[src/rtl/uart_fifo_pkg.sv]
// Shared constants and helpers for the UART synchronous FIFO.
// Status-bit indices give the register-map packing of the FIFO flags.
package uart_fifo_pkg;

    localparam int unsigned FIFO_DATA_W_DEF = 9;
    localparam int unsigned FIFO_DEPTH_DEF  = 16;

    localparam int unsigned STAT_EMPTY      = 0;
    localparam int unsigned STAT_FULL       = 1;
    localparam int unsigned STAT_OV         = 2;
    localparam int unsigned STAT_UF         = 3;
    localparam int unsigned STAT_THRESH_HIT = 4;
    localparam int unsigned STAT_W          = 5;

    // Width able to hold 0..depth inclusive.
    function automatic int unsigned lvl_width(input int unsigned depth);
        return $clog2(depth + 1);
    endfunction

    function automatic logic [STAT_W-1:0] pack_status(
        input logic empty,
        input logic full,
        input logic ov,
        input logic uf,
        input logic thresh_hit
    );
        logic [STAT_W-1:0] s;
        s                  = '0;
        s[STAT_EMPTY]      = empty;
        s[STAT_FULL]       = full;
        s[STAT_OV]         = ov;
        s[STAT_UF]         = uf;
        s[STAT_THRESH_HIT] = thresh_hit;
        return s;
    endfunction

endpackage

[src/rtl/uart_fifo_mem.sv]
// Simple dual-port storage for uart_sync_fifo: synchronous write,
// registered synchronous read. Only the read register is reset.
module uart_fifo_mem #(
    parameter int unsigned DATA_W = 9,
    parameter int unsigned DEPTH  = 16,
    parameter int unsigned AW     = $clog2(DEPTH)
) (
    input  logic              clk,
    input  logic              reset,
    input  logic              wr_en,
    input  logic [AW-1:0]     wr_addr,
    input  logic [DATA_W-1:0] wr_data,
    input  logic              rd_en,
    input  logic [AW-1:0]     rd_addr,
    output logic [DATA_W-1:0] rd_data
);

    logic [DATA_W-1:0] mem [DEPTH];

    always_ff @(posedge clk) begin
        if (wr_en) begin
            mem[wr_addr] <= wr_data;
        end
    end

    // Read-before-write when addresses collide (full FIFO, simultaneous push/pop).
    always_ff @(posedge clk or posedge reset) begin
        if (reset) begin
            rd_data <= '0;
        end else if (rd_en) begin
            rd_data <= mem[rd_addr];
        end
    end

endmodule

[src/rtl/uart_sync_fifo.sv]
// Parametrised synchronous FIFO for UART TX/RX paths with sticky ov/uf flags.
// Define UART_FIFO_THRESH_EN to enable the programmable fill-level thresh_hit flag.
module uart_sync_fifo
    import uart_fifo_pkg::*;
#(
    parameter int unsigned DATA_W = FIFO_DATA_W_DEF,
    parameter int unsigned DEPTH  = FIFO_DEPTH_DEF,
    parameter int unsigned LVL_W  = lvl_width(DEPTH)
) (
    input  logic              clk,
    input  logic              reset,
    input  logic              wr_en,
    input  logic [DATA_W-1:0] wr_data,
    input  logic              rd_en,
    output logic [DATA_W-1:0] rd_data,
    output logic              rd_valid,
    output logic              full,
    output logic              empty,
    output logic [LVL_W-1:0]  level,
    output logic              ov,
    output logic              uf,
    input  logic              clr_ov,
    input  logic              clr_uf,
    input  logic [LVL_W-1:0]  thresh,
    output logic              thresh_hit
);

    localparam int unsigned AW = $clog2(DEPTH);

    logic [AW-1:0] wr_ptr;
    logic [AW-1:0] rd_ptr;
    logic          wr_accept;
    logic          rd_accept;

    assign full  = (level == LVL_W'(DEPTH));
    assign empty = (level == '0);

    assign rd_accept = rd_en && !empty;
    assign wr_accept = wr_en && (!full || rd_accept);

    uart_fifo_mem #(
        .DATA_W (DATA_W),
        .DEPTH  (DEPTH),
        .AW     (AW)
    ) u_mem (
        .clk     (clk),
        .reset   (reset),
        .wr_en   (wr_accept),
        .wr_addr (wr_ptr),
        .wr_data (wr_data),
        .rd_en   (rd_accept),
        .rd_addr (rd_ptr),
        .rd_data (rd_data)
    );

    always_ff @(posedge clk or posedge reset) begin
        if (reset) begin
            wr_ptr   <= '0;
            rd_ptr   <= '0;
            level    <= '0;
            rd_valid <= 1'b0;
        end else begin
            rd_valid <= rd_accept;
            if (wr_accept) begin
                wr_ptr <= wr_ptr + AW'(1);
            end
            if (rd_accept) begin
                rd_ptr <= rd_ptr + AW'(1);
            end
            case ({wr_accept, rd_accept})
                2'b10:   level <= level + LVL_W'(1);
                2'b01:   level <= level - LVL_W'(1);
                default: level <= level;
            endcase
        end
    end

    // Setting wins over a same-cycle clear.
    always_ff @(posedge clk or posedge reset) begin
        if (reset) begin
            ov <= 1'b0;
            uf <= 1'b0;
        end else begin
            if (wr_en && full && !rd_accept) begin
                ov <= 1'b1;
            end else if (clr_ov) begin
                ov <= 1'b0;
            end
            if (rd_en && empty) begin
                uf <= 1'b1;
            end else if (clr_uf) begin
                uf <= 1'b0;
            end
        end
    end

`ifdef UART_FIFO_THRESH_EN
    assign thresh_hit = (level >= thresh) && (thresh != '0);
`else
    logic thresh_unused;
    assign thresh_unused = ^thresh;
    assign thresh_hit    = 1'b0;
`endif

endmodule

[config.mk]
export PLATFORM = sky130hd
export DESIGN_NAME = uart_sync_fifo
export DESIGN_NICKNAME = d
export VERILOG_FILES = /design/src/rtl/uart_fifo_pkg.sv /design/src/rtl/uart_fifo_mem.sv /design/src/rtl/uart_sync_fifo.sv
export SDC_FILE = /design/constraint.sdc
export NUM_CORES = 1
export LEC_CHECK = 0
export CAP_MARGIN = 25
export CORE_MARGIN = 3
export CORE_UTILIZATION = 36
export DETAILED_ROUTE_END_ITERATION = 10
export PLACE_DENSITY = 0.6
export SETUP_SLACK_MARGIN = 0.4
export SKIP_CTS_REPAIR_TIMING = 1
export SLEW_MARGIN = 20
export SYNTH_ARGS = -nofsm -noshare
export SYNTH_HDL_FRONTEND = slang
export SYNTH_SLANG_ARGS = --single-unit
[constraint.sdc]
create_clock -name clk -period 5.6 [get_ports clk]
set_input_delay 0.84 -clock clk [delete_from_list [all_inputs] [get_ports clk]]
set_output_delay 0.84 -clock clk [all_outputs]
set_load 0.02 [all_outputs]
==> results of run 1 <==
[flip-flops by register name (all words and copies together), names as in the netlist]
| signal | count |
|---|---|
| u_mem.mem | 144 |
| u_mem.rd_data | 9 |
| level | 5 |
| rd_ptr | 4 |
| wr_ptr | 4 |
| ov | 1 |
| rd_valid | 1 |
| uf | 1 |
[Yosys cell counts (all sizes together), types with 4 or more instances]
| master | number |
|---|---|
| buf | 10 |
| o21ai | 6 |
| edfxtp | 144 |
| mux2i | 18 |
| ha | 9 |
| nor2 | 4 |
| nand2 | 20 |
| inv | 9 |
| dfrtp | 25 |
| mux4 | 36 |
| clkbuf | 7 |
| and2 | 16 |
| xnor2 | 7 |
| o221ai | 9 |
[logic make-up (layout without fill, tap and decap cells)]
| family | after synthesis | after routing |
|---|---|---|
| simple gates | 53 | 53 |
| flops | 169 | 169 |
| other cells | 1 | 1 |
| fa+ha+maj | 9 | 9 |
| mux | 55 | 55 |
| compound gates | 25 | 25 |
| buf+inv | 26 | 77 |
| xor+xnor | 10 | 10 |
[power breakdown]
group	switching, mW	internal (mW)
Clock	0.463	0.648
Sequential	0.132	1.56
Combinational	0.553	0.531
Total	1.15	2.74
[cell usage in the layout, fill, tap and decap left out, types with 2 or more instances in the layout]
| cell | instances |
|---|---|
| xnor2_1 | 7 |
| clkinvlp_4 | 2 |
| xor2_1 | 3 |
| a21oi_1 | 3 |
| nor3b_1 | 3 |
| nand2_1 | 20 |
| and2_1 | 16 |
| mux2i_1 | 18 |
| buf_4 | 3 |
| clkinv_1 | 4 |
| o21ai_0 | 5 |
| o221ai_1 | 9 |
| mux4_2 | 36 |
| dfrtp_1 | 24 |
| clkdlybuf4s50_1 | 33 |
| nor2_1 | 4 |
| bufinv_16 | 2 |
| clkbuf_16 | 17 |
| nand2b_1 | 2 |
| nand4_1 | 2 |
| inv_2 | 2 |
| edfxtp_1 | 144 |
| inv_6 | 2 |
| inv_1 | 7 |
| nor3_1 | 2 |
| clkinv_2 | 3 |
| ha_1 | 9 |
[worst paths after layout]
path | slack (ps) | startpoint | cells past startpoint | end
worst max-delay path | 2250 | level[1] | 10 | level[4]
worst min-delay path | 500 | u_mem.rd_data[5] | 2 | u_mem.rd_data[5]
worst max register to register | 2250 | level[1] | 10 | level[4]
worst min register to register | 500 | u_mem.rd_data[5] | 2 | u_mem.rd_data[5]
max in group asynchronous | 4290 | reset | 3 | u_mem.rd_data[0]
min in group asynchronous | 790 | reset | 2 | uf
[per-layer routing]
metal / global-route usage / vias to the layer above / share of wire
li1: - / 1451 / -
met1: 0.1694 / 1643 / 0.41
met2: 0.2211 / 72 / 0.52
met3: 0.03751 / 13 / 0.051
met4: 0.04202 / 2 / 0.011
met5: 0 / - / 0.00086
[cell type report]
class | count | area (sq um)
Timing Repair Buffer | 37 | 367.9
Sequential cell | 169 | 4951
Clock buffer | 17 | 425.4
Inverter | 9 | 33.78
Multi-Input combinational cell | 153 | 1685
Clock inverter | 14 | 131.4
Tap cell | 229 | 286.5
Fill cell | 1553 | 10330
[worst register-to-register path, cell delays in order, from the launching register on]
cell,delay (ps)
dfrtp_1,470
or4_4,590
o21ai_2,560
inv_2,200
ha_1,370
xor2_1,180
ha_1,230
o211a_1,210
o31ai_1,190
a31oi_1,80
xnor2_1,150
==> impl_results.md, run 1 <==
- Cell Area, Synth: 6759 sq um
- Crit-path cells: or4_4, o21ai_2, inv_2, ha_1, xor2_1, ha_1, o211a_1, o31ai_1, a31oi_1, xnor2_1
- Drt initial violations: between 200 and 250
- Flops & latches, synth: 169
- Power Density: 492.8 nW/um^2
- Worst-path clk slew: 60 ps
- Mapped Cells: 348
- Clk_lat worst skew: 420 ps
- Placed Instances: 597
- Layout Cells excl Fill: 628
- Buf/Inv on CP: 1
- P&R area growth vs syn: 16.60%
- Die Area: between 20000 and 25000 sq um
- Routed len/inst: 20.31 microns
- Hold crit path type: flop to flop
- Final setup TNS: 0 ps
- Top delay family on crit path: compound AO/OA/AOI/OAI gates
- Leading area contributor after synthesis: edfxtp_1
- Initial core utilization: 0.3712
- Syn avg cell area: 19.42 sq um
- Mux contribution to synthesized area: 0.1483
- Clock Skew: 8.775 ps
- Highest-delay cell along the critical path: or4_4
- Fmax: 298.9 MHz
- Register area share after synthesis: 0.7323
- Dominant cells by area after synthesis: edfxtp_1 64%, mux4_2 12%, dfrtp_1 9.3%, mux2i_1 2.7%, ha_1 1.7%
- Routed Antenna Nets: 0
- Critical Path RT: 5900 ps
- CP Launch Type: flop
- Drt pass-1 iters: 4
- Fraction of layout cells with a size suffix above 1: 0.1880
- Post-DP HPWL: 7876 microns
- Vias in the first global route: 3328
- Crit-path most repeated cell: ha_1
- Worst rel slew slack: 0.5523
- Post-synth ARST share: 0.1479
- Worst setup EP type: flop
- Tot GR Track Use: 0.1327
- Cts bufs inserted: 17
- GRT Residual Overflow: 0
- Routed WL: about 13000 microns
- TritonCTS clock tree: done
- Synth cell types: 37
- Clock buffer depth: 2
- Setup WS pre-CTS: roughly 2200 ps
- CTS sink cnt: between 150 and 200
- Core Region: 18210 sq um
- Tot Pwr: 3.884 mW
- CTS Root Cell: clkbuf_16
- Die X: between 100 and 150 microns
- Final hold slack: between 400 and 500 ps
- Status: completed
- Nets: around 420
- Min Tclk post-route: approximately 3300 ps
- Design Area, Final: 7881 sq um
- Instance area after placement: 7325 sq um
- Final period util: 0.5975
- Leakage: between 2 and 3 nW
- Slew Viols, Final: 0
- Count of final hold-check violations: 0
- Port Buffers: 33
- Largest net degree at the start of global routing: 38
- Via density: 5.065
- Most used DFF post-synth: edfxtp_1
- RSZ-0062 raised after global routing: no
- Critical path class: flop to flop
- Post-Synth Simple-Gate Area: 0.04221
- Initial antenna violation count: 1
- Worst EP arrival: 3650 ps
- Post-synth EDFFs: approximately 140
- Vias: between 3000 and 4000
- Syn Nets: 377
- Synth Area in Adders: 0.01666
- Worst path max stage delay: 590 ps
- Worst setup margin: 2254 ps
- Htree depth: 4
- Antenna Cells: 0
- IO Count: 40
- Post-synthesis xor/xnor area fraction: 0.01296
- Final setup fails: 0
- Compound-gate portion of the synthesized area: 0.02869
- Routability congestion estimate from global placement: 0.7616
- Syn. warnings: 0
- Residual DRC count: 0
- Max Fanout on Critical Path: 12
- Synth top area share: 0.6398
- First-pass GRT wire length: 19360 microns
- Least-Margin Pin Slew: 671.5 ps
- Die height: 143.0 microns
- Finished Core Util: 0.4328
- Placement Rows: 49
- Maxcap violations: 0
- Max IR drop VDD: roughly 0.26 mV
- Main combinational cell family by area after synthesis: multiplexers
(Power assumes the default switching activity.)
==> run 2: changes to the inputs <==
==> constraint.sdc (replaced) <==
create_clock -name clk -period 3.27 [get_ports clk]
set_input_delay 0.4905 -clock clk [delete_from_list [all_inputs] [get_ports clk]]
set_output_delay 0.4905 -clock clk [all_outputs]
set_load 0.02 [all_outputs]
==> impl_results.md, run 2 (synthesized netlist as in run 1, its figures left out) <==
- Status: completed
- Die X: around 140 microns
- Largest register FFs: 144
- Worst rel slew slack: 0.5016
- Core Region: 18210 sq um
- Final setup fails: 0
- Critical path class: flop to output port
- Routed WL: 13890 microns
- Least-Margin Pin Slew: 747.6 ps
- Routed len/inst: approximately 22 microns
- Worst EP arrival: 2200 ps
- Routability congestion estimate from global placement: 0.7629
- Power Density: 853.8 nW/um^2
- Commonest non-fill, non-tap cells in the layout: 144 x edfxtp_1, 36 x mux4_2, 33 x clkdlybuf4s50_1, 21 x dfrtp_1, 20 x nand2_1
- Reg with most FFs: u_mem.mem
- Fraction of layout cells with a size suffix above 1: 0.2108
- Worst-path clk slew: around 60 ps
- Max Fanout on Critical Path: 5
- Largest net degree at the start of global routing: 38
- Most common cell after layout, fill and taps aside: edfxtp_1
- CTS sink cnt: 169
- Htree depth: 4
- Clock buffer depth: 2
- RSZ-0062 raised after global routing: no
- Tot GR Track Use: 0.1428
- Critical Path RT: around 2800 ps
- Post-DP HPWL: 8346 microns
- Die Area: 20450 sq um
- Antenna Cells: 0
- Biggest regs: u_mem.mem x144, u_mem.rd_data x9, level x5
- Initial antenna violation count: 0
- Drt initial violations: between 200 and 250
- Clk_lat worst skew: ~420 ps
- Initial core utilization: 0.3712
- FF-to-FF path depth: 10
- Vias in the first global route: approximately 3300
- P&R area growth vs syn: 18.47%
- Clock Skew: 9.437 ps
- Tot Pwr: ~6.8 mW
- Routed Antenna Nets: 0
- IO Count: 40
- Final period util: 0.8226
- TritonCTS clock tree: done
- Via density: 5.179
- Fill cell count: 1540
- Final setup TNS: 0 ps
- Drt pass-1 iters: 4
- Worst setup margin: ~580 ps
- Maxcap violations: 0
- GRT Residual Overflow: 0
- Max IR drop VDD: 0.5047 mV
- First-pass GRT wire length: between 20000 and 25000 microns
- Min Tclk post-route: 2690 ps
- Slew Viols, Final: 0
- Die height: 143.0 microns
- Leakage: between 2 and 3 nW
- Fmax: 371.8 MHz
- R2R Path End: level[4]
- CP Launch Type: flop
- CTS Root Cell: clkbuf_16
- Count of final hold-check violations: 0
- Vias: 3299
- Flop2flop setup slack: 580 ps
- Residual DRC count: 0
- Reg2reg start: level[0]
- Nets: 424
- Hold crit path type: primary input to asynchronous set/reset pin
- Setup WS pre-CTS: 337.1 ps
- Placement Rows: between 40 and 50
- Worst setup EP type: output port
- Cts bufs inserted: 17
- Port Buffers: 33
-- run 2: cell count changes in the layout (fill, tap and decap cells not counted), sizes merged --
cell      change
bufinv        +1
buf           +8
clkinv        -8
inv           +1
clkbuf        +6
clkinvlp      +1
-- run 2: worst max-delay path by stage --
stage / startpoint / to / slack [ps] / cells after the start
after CTS: level[1] / level[4] / 330 / 10
after detailed placement: rd_en / level[4] / 340 / 10
after global placement: rd_en / level[4] / 390 / 10
after global routing: level[0] / level[4] / 410 / 10
final: level[0] / empty / 580 / 3
after floorplan: level[1] / level[4] / 420 / 12
-- run 2: metal layers --
metal  GRT usage  wire length [microns]  vias up
met5           0                      0        -
met4     0.04252                    242        0
li1            -                      -     1473
met3     0.04722                    720       18
met1      0.1980                   6381     1713
met2      0.2166                   6542       95
-- run 2: cell type report --
cell class / count / area [sq um] / area share
Inverter: 9 / 33.78 / 0.004219
Tap cell: 229 / 286.5 / 0.03578
Clock buffer: 23 / 447.9 / 0.05594
Clock inverter: 9 / 138.9 / 0.01734
Timing Repair Buffer: 45 / 447.9 / 0.05594
Sequential cell: 169 / 4955 / 0.6187
Multi-Input combinational cell: 153 / 1698 / 0.2120
-- run 2: critical path, cell delays in order (launching register included) --
cell             delay [ps]
dfrtp_2                 440
or4_4                   590
nor2_1                  140
clkdlybuf4s50_1         620
-- run 2: through the flow --
stage | util | hold slack (ps) | cell area (sq um) | std cells
3_5_place_dp | 0.4054 | 496.3 | 7382 | 603
5_1_grt | 0.4398 | 445.7 | 8008 | 637
3_3_place_gp | 0.4039 | 487.5 | 7355 | 602
2_1_floorplan | - | 500.2 | 6760 | 348
4_1_cts | 0.4376 | 424.9 | 7969 | 635
6_report | 0.4398 | 417.7 | 8008 | 637
-- run 2: power by group --
part	switching [mW]	internal, mW
Combinational	0.950	0.949
Sequential	0.255	2.67
Clock	0.803	1.21
